$ cat src/rtl/prio_encoder_pipe_if.sv
// Handshake bundle for prio_encoder_pipe: a valid/ready request port carrying
// the N-bit request vector, and a valid/ready result port carrying the
// encoded index plus the zero/multi flags.
interface prio_encoder_pipe_if #(
  parameter int N = 8,
  parameter int W = (N > 1) ? $clog2(N) : 1
);

  logic         in_valid;
  logic         in_ready;
  logic [N-1:0] in_dec;

  logic         out_valid;
  logic         out_ready;
  logic [W-1:0] out_bin;
  logic         out_zero;
  logic         out_multi;

  // Upstream producer / downstream consumer side (testbench or parent block).
  modport master (
    output in_valid,
    output in_dec,
    output out_ready,
    input  in_ready,
    input  out_valid,
    input  out_bin,
    input  out_zero,
    input  out_multi
  );

  // The encoder itself.
  modport slave (
    input  in_valid,
    input  in_dec,
    input  out_ready,
    output in_ready,
    output out_valid,
    output out_bin,
    output out_zero,
    output out_multi
  );

endinterface

$ cat src/rtl/prio_encoder_pipe.sv
// Pipelined priority encoder with a single-entry valid/ready output stage.
// A request vector is encoded combinationally and captured into the output
// register on acceptance; the register drains and refills in the same cycle,
// so the block sustains one word per clock. A saturating counter tracks
// accepted words that were empty or had more than one bit set.
//
// MODE selects how multi-hot words are encoded:
//   0 - highest set index wins
//   1 - lowest set index wins
//   2 - strict one-hot: multi-hot words encode as 0
// Any other MODE value behaves as MODE 0.
module prio_encoder_pipe #(
  parameter int N    = 8,
  parameter int MODE = 0
) (
  input  logic                 clk,
  input  logic                 rst_n,
  prio_encoder_pipe_if.slave   bus,
  input  logic                 err_clr,
  output logic [15:0]          err_cnt
);

  localparam int W = (N > 1) ? $clog2(N) : 1;
  localparam logic [15:0] ERR_MAX = 16'hFFFF;

  // Encoder results for the word currently on in_dec.
  logic [W-1:0] hi_idx;
  logic [W-1:0] lo_idx;
  logic         any_set;
  logic         multi_set;
  logic [W-1:0] enc_bin;
  logic         enc_zero;

  // Output stage state.
  logic         out_valid_q;
  logic [W-1:0] out_bin_q;
  logic         out_zero_q;
  logic         out_multi_q;

  logic         accept;
  logic         err_inc;

  // Scan the request vector for highest/lowest set index and popcount > 1.
  // NOTE: every variable written here gets a value before any conditional
  // logic, so no path leaves it unassigned and no latch is inferred.
  always_comb begin
    hi_idx    = '0;
    lo_idx    = '0;
    any_set   = 1'b0;
    multi_set = 1'b0;
    for (int i = 0; i < N; i++) begin
      if (bus.in_dec[i]) begin
        hi_idx    = W'(i);
        multi_set = multi_set | any_set;
        any_set   = 1'b1;
      end
    end
    for (int i = N - 1; i >= 0; i--) begin
      if (bus.in_dec[i]) begin
        lo_idx = W'(i);
      end
    end
  end

  // Select the reported index according to MODE; an empty word encodes as 0
  // because both scans default to 0, and indices never reach N.
  always_comb begin
    enc_bin  = hi_idx;
    enc_zero = ~any_set;
    if (MODE == 1) begin
      enc_bin = lo_idx;
    end else if (MODE == 2) begin
      enc_bin = multi_set ? '0 : hi_idx;
    end
  end

  // Ready whenever the output slot is empty or being drained this cycle;
  // held low during reset so nothing is accepted while rst_n is asserted.
  assign bus.in_ready = rst_n & (~out_valid_q | bus.out_ready);
  assign accept       = bus.in_valid & bus.in_ready;
  assign err_inc      = accept & (enc_zero | multi_set);

  // Output register: load on acceptance, drop valid when drained, else hold.
  // NOTE: state is assigned with non-blocking (<=) so every register samples
  // its inputs from before the edge, independent of statement order.
  // NOTE: the data fields are reset too, because their values are visible on
  // the ports and must read as zero straight after reset.
  always_ff @(posedge clk) begin
    if (!rst_n) begin
      out_valid_q <= 1'b0;
      out_bin_q   <= '0;
      out_zero_q  <= 1'b0;
      out_multi_q <= 1'b0;
    end else if (accept) begin
      out_valid_q <= 1'b1;
      out_bin_q   <= enc_bin;
      out_zero_q  <= enc_zero;
      out_multi_q <= multi_set;
    end else if (bus.out_ready) begin
      out_valid_q <= 1'b0;
    end
  end

  // Saturating error counter; a clear wins over the old count but still
  // records an erroneous word accepted in the same cycle.
  always_ff @(posedge clk) begin
    if (!rst_n) begin
      err_cnt <= '0;
    end else if (err_clr) begin
      err_cnt <= {15'd0, err_inc};
    end else if (err_inc && (err_cnt != ERR_MAX)) begin
      err_cnt <= err_cnt + 16'd1;
    end
  end

  assign bus.out_valid = out_valid_q;
  assign bus.out_bin   = out_bin_q;
  assign bus.out_zero  = out_zero_q;
  assign bus.out_multi = out_multi_q;

endmodule

$ cat src/flat_wrapper.sv
// flat-port wrapper written by rule: the top's interface ports become plain ports
module prio_encoder_pipe_flat 
#(
  parameter int N    = 8,
  parameter int MODE = 0
)
  (clk, rst_n, err_clr, err_cnt, bus_in_valid, bus_in_dec, bus_out_ready, bus_in_ready, bus_out_valid, bus_out_bin, bus_out_zero, bus_out_multi);
  prio_encoder_pipe_if #(.N(N)) bus_i ();
  input  logic clk;
  input  logic rst_n;
  input  logic err_clr;
  output logic [15:0] err_cnt;
  input wire logic [$bits(bus_i.in_valid)-1:0] bus_in_valid;
  input wire logic [$bits(bus_i.in_dec)-1:0] bus_in_dec;
  input wire logic [$bits(bus_i.out_ready)-1:0] bus_out_ready;
  output wire logic [$bits(bus_i.in_ready)-1:0] bus_in_ready;
  output wire logic [$bits(bus_i.out_valid)-1:0] bus_out_valid;
  output wire logic [$bits(bus_i.out_bin)-1:0] bus_out_bin;
  output wire logic [$bits(bus_i.out_zero)-1:0] bus_out_zero;
  output wire logic [$bits(bus_i.out_multi)-1:0] bus_out_multi;
  assign bus_i.in_valid = bus_in_valid;
  assign bus_i.in_dec = bus_in_dec;
  assign bus_i.out_ready = bus_out_ready;
  assign bus_in_ready = bus_i.in_ready;
  assign bus_out_valid = bus_i.out_valid;
  assign bus_out_bin = bus_i.out_bin;
  assign bus_out_zero = bus_i.out_zero;
  assign bus_out_multi = bus_i.out_multi;
  prio_encoder_pipe #(.N(N), .MODE(MODE)) u_core (.clk(clk), .rst_n(rst_n), .bus(bus_i), .err_clr(err_clr), .err_cnt(err_cnt));
endmodule
$ cat config.mk
export PLATFORM = sky130hd
export DESIGN_NAME = prio_encoder_pipe_flat
export DESIGN_NICKNAME = d
export VERILOG_FILES = /design/src/rtl/prio_encoder_pipe_if.sv /design/src/rtl/prio_encoder_pipe.sv /design/src/flat_wrapper.sv
export SDC_FILE = /design/constraint.sdc
export NUM_CORES = 1
export LEC_CHECK = 0
export CORE_MARGIN = 1
export CORE_UTILIZATION = 50
export DETAILED_ROUTE_END_ITERATION = 10
export GPL_TIMING_DRIVEN = 0
export PLACE_DENSITY = 0.88
export SETUP_SLACK_MARGIN = 0.3
export SLEW_MARGIN = 25
export SYNTH_ARGS = -nofsm -noshare
export SYNTH_HDL_FRONTEND = slang
export SYNTH_SLANG_ARGS = --single-unit
export TNS_END_PERCENT = 20
$ cat constraint.sdc
create_clock -name clk -period 7.8 [get_ports clk]
set_input_delay 2.34 -clock clk [delete_from_list [all_inputs] [get_ports clk]]
set_output_delay 2.34 -clock clk [all_outputs]
set_load 0.02 [all_outputs]
==> results of run 1 <==
## cells in the mapped netlist, types with 3 or more instances
master | count | share of area, %
dfxtp_1 | 22 | 35
a21oi_1 | 19 | 7.6
nand2_1 | 13 | 3.9
nor2_1 | 10 | 3.0
nand3_1 | 8 | 3.2
inv_1 | 7 | 2.1
or3_1 | 6 | 3.0
o21ai_1 | 5 | 2.0
o31ai_1 | 5 | 3.0
or4_1 | 5 | 3.0
nor3_1 | 4 | 1.6
nand4_1 | 3 | 1.5
nor3b_1 | 3 | 1.8
o21ai_0 | 3 | 1.2
## path summary, 6_finish.rpt
| kind | cells past startpoint | end | slack, ps | startpoint |
|---|---|---|---|---|
| worst max-delay path | 3 | bus_in_ready | 1810 | rst_n |
| worst min-delay path | 2 | u_core.bus.out_multi | 480 | u_core.bus.out_multi |
| worst max register to register | 7 | u_core.err_cnt[15] | 5590 | u_core.err_cnt[0] |
| worst min register to register | 2 | u_core.bus.out_multi | 480 | u_core.bus.out_multi |
## area by class of cell
type / instances / area (sq um)
buffer: 6 / 40.0
clock buffer: 3 / 22.5
fill: 180 / 626
inverter: 7 / 26.3
multi-input combinational: 119 / 746
sequential: 22 / 440
tap: 28 / 35.0
timing repair buffer: 34 / 340
## power groups by stage
| stage | Clock [mW] | Combinational [mW] | Sequential (mW) |
|---|---|---|---|
| floorplan | 0 | 0.0135 | 0.122 |
| global placement | 0 | 0.0315 | 0.119 |
| detailed placement | 0 | 0.0326 | 0.119 |
| CTS | 0.0532 | 0.0328 | 0.116 |
| global route | 0.0557 | 0.0359 | 0.117 |
| finish | 0.0518 | 0.0328 | 0.116 |
## flip-flops by register name (all words and copies together), names as in the netlist
register / flops
u_core.bus.out_multi: 1
u_core.bus.out_zero: 1
u_core.err_cnt: 16
u_core.bus.out_bin: 3
u_core.bus.out_valid: 1
## routing by layer
metal	wire (um)	part of all wire [%]	GRT usage, %	vias to the layer above
met5	0	0	0	-
met2	1470	48	44.4	37
met1	1400	46	30.5	641
li1	-	-	-	657
met4	55	1.8	9.01	0
met3	124	4.1	3.51	7
## logic make-up (layout without fill, tap and decap cells)
kind of cell	Yosys count	in the layout
compound gates	44	44
xor+xnor	1	1
fa+ha+maj	3	3
buf+inv	13	50
flops	22	22
mux	2	2
simple gates	69	69
## worst max-delay path: stages
cell	delay (ps)
clkdlybuf4s50_1	560
and2_1	160
clkdlybuf4s50_1	590
## stage by stage
step / setup WS [ps] / instance area (sq um) / cells
2_1_floorplan: 2730 / 1250 / 154
3_3_place_gp: 1840 / 1630 / 216
3_5_place_dp: 1820 / 1630 / 216
4_1_cts: 1810 / 1650 / 219
5_1_grt: 1750 / 1650 / 219
6_report: 1810 / 1650 / 219
==> reports/metrics.yaml, run 1 <==
path_max_fanout: 6
worst_setup_hold_path_clk_slew_ps: 110
detail_route.drc_violations: 0
synthesis.instances: 154
ctsLongestPathBuffers: 2
postCtsResizedCells: 0
largest_net_degree_at_the_start_of_global_routing: 12
tritoncts: "yes"
post_synthesis_net_count: 168
antenna_cells_inserted: 0
power.share.sequential_pct: 57.9
fin_nets: 207
die_width_um: 52.1
gpl_congestion: 0.887
period_needed_ps: 5990
synth_compound_area_share_pct: 22.2
synthAdderAreaFrac_pct: 2.60
drive_gt1_share_pct: 7.85
timing.max_slew.rel_slack_pct: 66.6
power.clock.fraction_pct: 25.8
initial_core_util_pct: 55.0
critical_path_class: "input pin to primary output"
die_h_um: 52.1
synth_area_in_xor_xnor_pct: 0.699
grt-ovfl-total: 0
maximum_clock_rate_ghz: 0.167
leakage_nw: 0.542
numCtsBuffers: 3
startpoint_type: "input pin"
count_of_pins_on_the_block_boundary: 36
cts.repair_timing.setup_buffer_count: 0
share_comb_of_total_power_pct: 16.3
cts-root-buf: "clkbuf_4"
utilization_pct: 72.5
share_of_cell_area_taken_by_muxes_after_synthesis_pct: 1.60
htree_num_levels: 1
unrepaired_setup_endpoints_after_global_routing: "no"
clock-sinks: 22
route.detailed.vias_per_inst: 6.13
max-cap-violations: 0
dr.pass1.iters: 4
fin_tns_setup_ps: 0
maxSlewViolCount: 0
layout.cells.most_common: "clkdlybuf4s50_1"
internal_power_uw: 149
syn2layout_area_growth_pct: 31.8
ir_drop_uv: 91.0
finalHoldViolCount: 0
post_synth_edffs: 0
synth_area_per_cell_sq_um: 8.13
syn-cell-area_sq_um: 1250
synth.lib_cells_used.distinct: 45
setup_viol_count_final: 0
antenna_found_initial: 0
top_flip_flop_cell_by_instance_count_after_synthesis: "dfxtp_1"
outcome: "completed"
power.total_uw: 201
clock-skew-final_ps: 4.66
std_cell_rows: 17
synth_async_sr_flop_share_pct: 0
total_switching_power_uw: 52.3
clock_latency_reported_for_the_late_side_of_the_worst_skew_pair_ps: 310
final_cell_mix: "clkdlybuf4s50_1 (34), dfxtp_1 (22), a21oi_1 (19)"
vias_in_the_first_global_route: 1232
core_area_sq_um: 2280
dominant_combinational_cell_family_by_area_after_synthesis: "simple AND/OR/NAND/NOR gates"
hold_path.class: "register to register"
antenna_violating_nets_post_route: 0
port-buffer-count: 34
dp_hpwl_um: 2320
critPathRequiredTime_ps: 5460
total_die_area_sq_um: 2710
track_usage_pct: 25.2
final.hold.worst_slack_ps: 479
synth_warnings: 0
wl_per_cell_um: 13.9
via_count: 1342
grt_first_pass_wirelength_um: 5180
worst-endpoint-arrival_ps: 3650
wirelength_um: 3050
synth_seq_cells: 22
synthSimpleGateAreaFrac_pct: 32.5
tightestPinTransition_ps: 497
power_per_standard_cell_area_nw_per_um2: 122
synth_sequential_area_ratio_pct: 35.2
setup.worst_path.end_class: "primary output"
cts_hold_repair.buffers: 0
sw_frac_of_total_pct: 26.0
layout_worst_path_cycle_share_pct: 76.8
drtIter0Drc: 19
(Power assumes the default switching activity.)
==> inputs of run 2 (changes only) <==
--- a/config.mk
+++ b/config.mk
@@ -6,10 +6,10 @@
 export NUM_CORES = 1
 export LEC_CHECK = 0
 export CORE_MARGIN = 1
-export CORE_UTILIZATION = 50
+export CORE_UTILIZATION = 42
 export DETAILED_ROUTE_END_ITERATION = 10
 export GPL_TIMING_DRIVEN = 0
-export PLACE_DENSITY = 0.88
+export PLACE_DENSITY = 0.8
 export SETUP_SLACK_MARGIN = 0.3
 export SLEW_MARGIN = 25
 export SYNTH_ARGS = -nofsm -noshare
==> constraint.sdc (replaced) <==
create_clock -name clk -period 4.8 [get_ports clk]
set_input_delay 1.44 -clock clk [delete_from_list [all_inputs] [get_ports clk]]
set_output_delay 1.44 -clock clk [all_outputs]
set_load 0.02 [all_outputs]
==> run 2 against run 1 <==
Sequential share of layout area fell by 0.061 points. Non-clock buffer count unchanged. Clock power grew 64%. Critical endpoint unchanged. Largest cell class unchanged. Highest routed layer unchanged.
==> reports/metrics.yaml, run 2 (synthesis results as in run 1) <==
std_cell_rows: 19  # +2
cts-root-buf: "clkbuf_4"
power_per_standard_cell_area_nw_per_um2: 198  # +62%
postCtsResizedCells: 0  # unchanged
dp_hpwl_um: 2400  # +3.3%
die_h_um: 56.6  # +8.8%
tightestPinTransition_ps: 526  # +29.0 ps
wl_per_cell_um: 14.4  # +3.8%
path_max_fanout: 6  # unchanged
fillers: 273  # +52%
tritoncts: "yes"
final_cell_count_no_fill: 222  # +1.4%
maximum_clock_rate_ghz: 0.239
cp_num_cells: 3  # unchanged
route.detailed.vias_per_inst: 5.91  # -3.6%
worst_setup_hold_path_clk_slew_ps: 110  # about the same
grt_first_pass_wirelength_um: 5600  # +8.3%
antenna_cells_inserted: 0  # unchanged
final_design_area_no_fill_sq_um: 1650  # +0.23%
cp_cell_sequence: "clkdlybuf4s50_1 -> and2_1 -> clkdlybuf4s50_1"
critical_path_class: "input pin to primary output"
place_area_sq_um: 1630  # +0.23%
worst_path_cell_with_the_longest_stage_delay: "clkdlybuf4s50_1"
period_needed_ps: 4180
setup.worst_path.end_class: "primary output"
dp.cells: 219  # +1.4%
leakage_nw: 0.542  # unchanged
maxSlewViolCount: 0  # unchanged
detail_route.drc_violations: 0  # unchanged
dr.pass1.iters: 4  # unchanged
port-buffer-count: 34  # unchanged
cts.repair_timing.setup_buffer_count: 0  # unchanged
crit_path_frequent_cell: "clkdlybuf4s50_1"
largest_register: "u_core.err_cnt"
antenna_violating_nets_post_route: 0  # unchanged
power.total_uw: 327  # +63%
startpoint_type: "input pin"
min_path_cells: 2  # unchanged
timing.max_slew.rel_slack_pct: 64.6  # -2.0 points
hold_path.class: "register to register"
cts_hold_repair.buffers: 0  # unchanged
total_die_area_sq_um: 3200  # +18%
antenna_found_initial: 0  # unchanged
track_usage_pct: 21.9  # -3.2 points
layout.cells.most_common: "clkdlybuf4s50_1"
gpl_congestion: 0.815  # -8.1%
critPathRequiredTime_ps: 3360  # -2100 ps
setup_viol_count_final: 0  # unchanged
largest_register_ffs: 16  # unchanged
wirelength_um: 3210  # +5.2%
critical-path-top-delay-family: "buffers and inverters"
clock-skew-final_ps: 7.07  # +2.42 ps
finalHoldViolCount: 0  # unchanged
syn2layout_area_growth_pct: 32.1
largest_net_degree_at_the_start_of_global_routing: 12  # unchanged
fin_nets: 207  # unchanged
critPathMaxStageDelay_ps: 590  # about the same
clock_latency_reported_for_the_late_side_of_the_worst_skew_pair_ps: 310  # about the same
cp_num_buf_inv: 2  # unchanged
initial_core_util_pct: 45.0  # -10 points
unrepaired_setup_endpoints_after_global_routing: "no"
max-cap-violations: 0  # unchanged
clock-sinks: 22  # unchanged
numCtsBuffers: 3  # unchanged
outcome: "completed"
layout_worst_path_cycle_share_pct: 87.1
vias_in_the_first_global_route: 1308  # +6.2%
worst-endpoint-arrival_ps: 2740  # -910 ps
reg2regPathDepth: 7  # unchanged
drive_gt1_share_pct: 7.85  # unchanged
utilization_pct: 59.5  # -13 points
core_area_sq_um: 2780  # +22%
count_of_pins_on_the_block_boundary: 36  # unchanged
ctsLongestPathBuffers: 2  # unchanged
htree_num_levels: 1  # unchanged
drtIter0Drc: 43  # +24
die_width_um: 56.6  # +8.8%
grt-ovfl-total: 0  # unchanged
fin_tns_setup_ps: 0  # unchanged
via_count: 1311  # -2.3%
ir_drop_uv: 176  # +93%
final_cell_mix: "clkdlybuf4s50_1 (34), dfxtp_1 (22), a21oi_1 (19)"
[run 2: cell type report]
class	count	area, sq um	area share, %
multi-input cells	119	746	45.1
flip-flops and latches	22	440	26.6
repair buffers	34	340	20.6
plain buffers	6	40.0	2.42
well taps	31	38.8	2.34
inverters	7	26.3	1.59
clock buffers	3	22.5	1.36
[run 2: power breakdown]
part | total (mW) | internal (mW) | leakage [nW] | switching [mW]
clock network | 0.0848 | 0.0294 | 0.0138 | 0.0554
registers | 0.189 | 0.186 | 0.179 | 0.00246
logic | 0.0531 | 0.0257 | 0.349 | 0.0274
[run 2: layer usage]
metal  vias up  part of all wire (%)  GRT usage (%)
met2        48                    48           37.8
met4         0                   1.8           8.71
met3         9                   7.1           3.92
met1       595                    43           26.8
met5         -                     0              0
li1        659                     -              -
[run 2: metrics by stage]
step | hold slack (ps) | worst slack, ps
4_1_cts | 488 | 619
5_1_grt | 524 | 550
3_3_place_gp | 469 | 630
6_report | 485 | 621
3_5_place_dp | 472 | 577
2_1_floorplan | 544 | 1360
[run 2: path summary, 6_finish.rpt]
path,startpoint,to,slack [ps]
max,rst_n,bus_in_ready,620
min,u_core.bus.out_multi,u_core.bus.out_multi,480
max reg2reg,u_core.err_cnt[0],u_core.err_cnt[15],2580
min reg2reg,u_core.bus.out_multi,u_core.bus.out_multi,480
[run 2: tightest hold or removal path, cell delays in order, from the launching register on]
cell	delay (ps)
dfxtp_1	330
nand2_1	50
a31oi_1	60
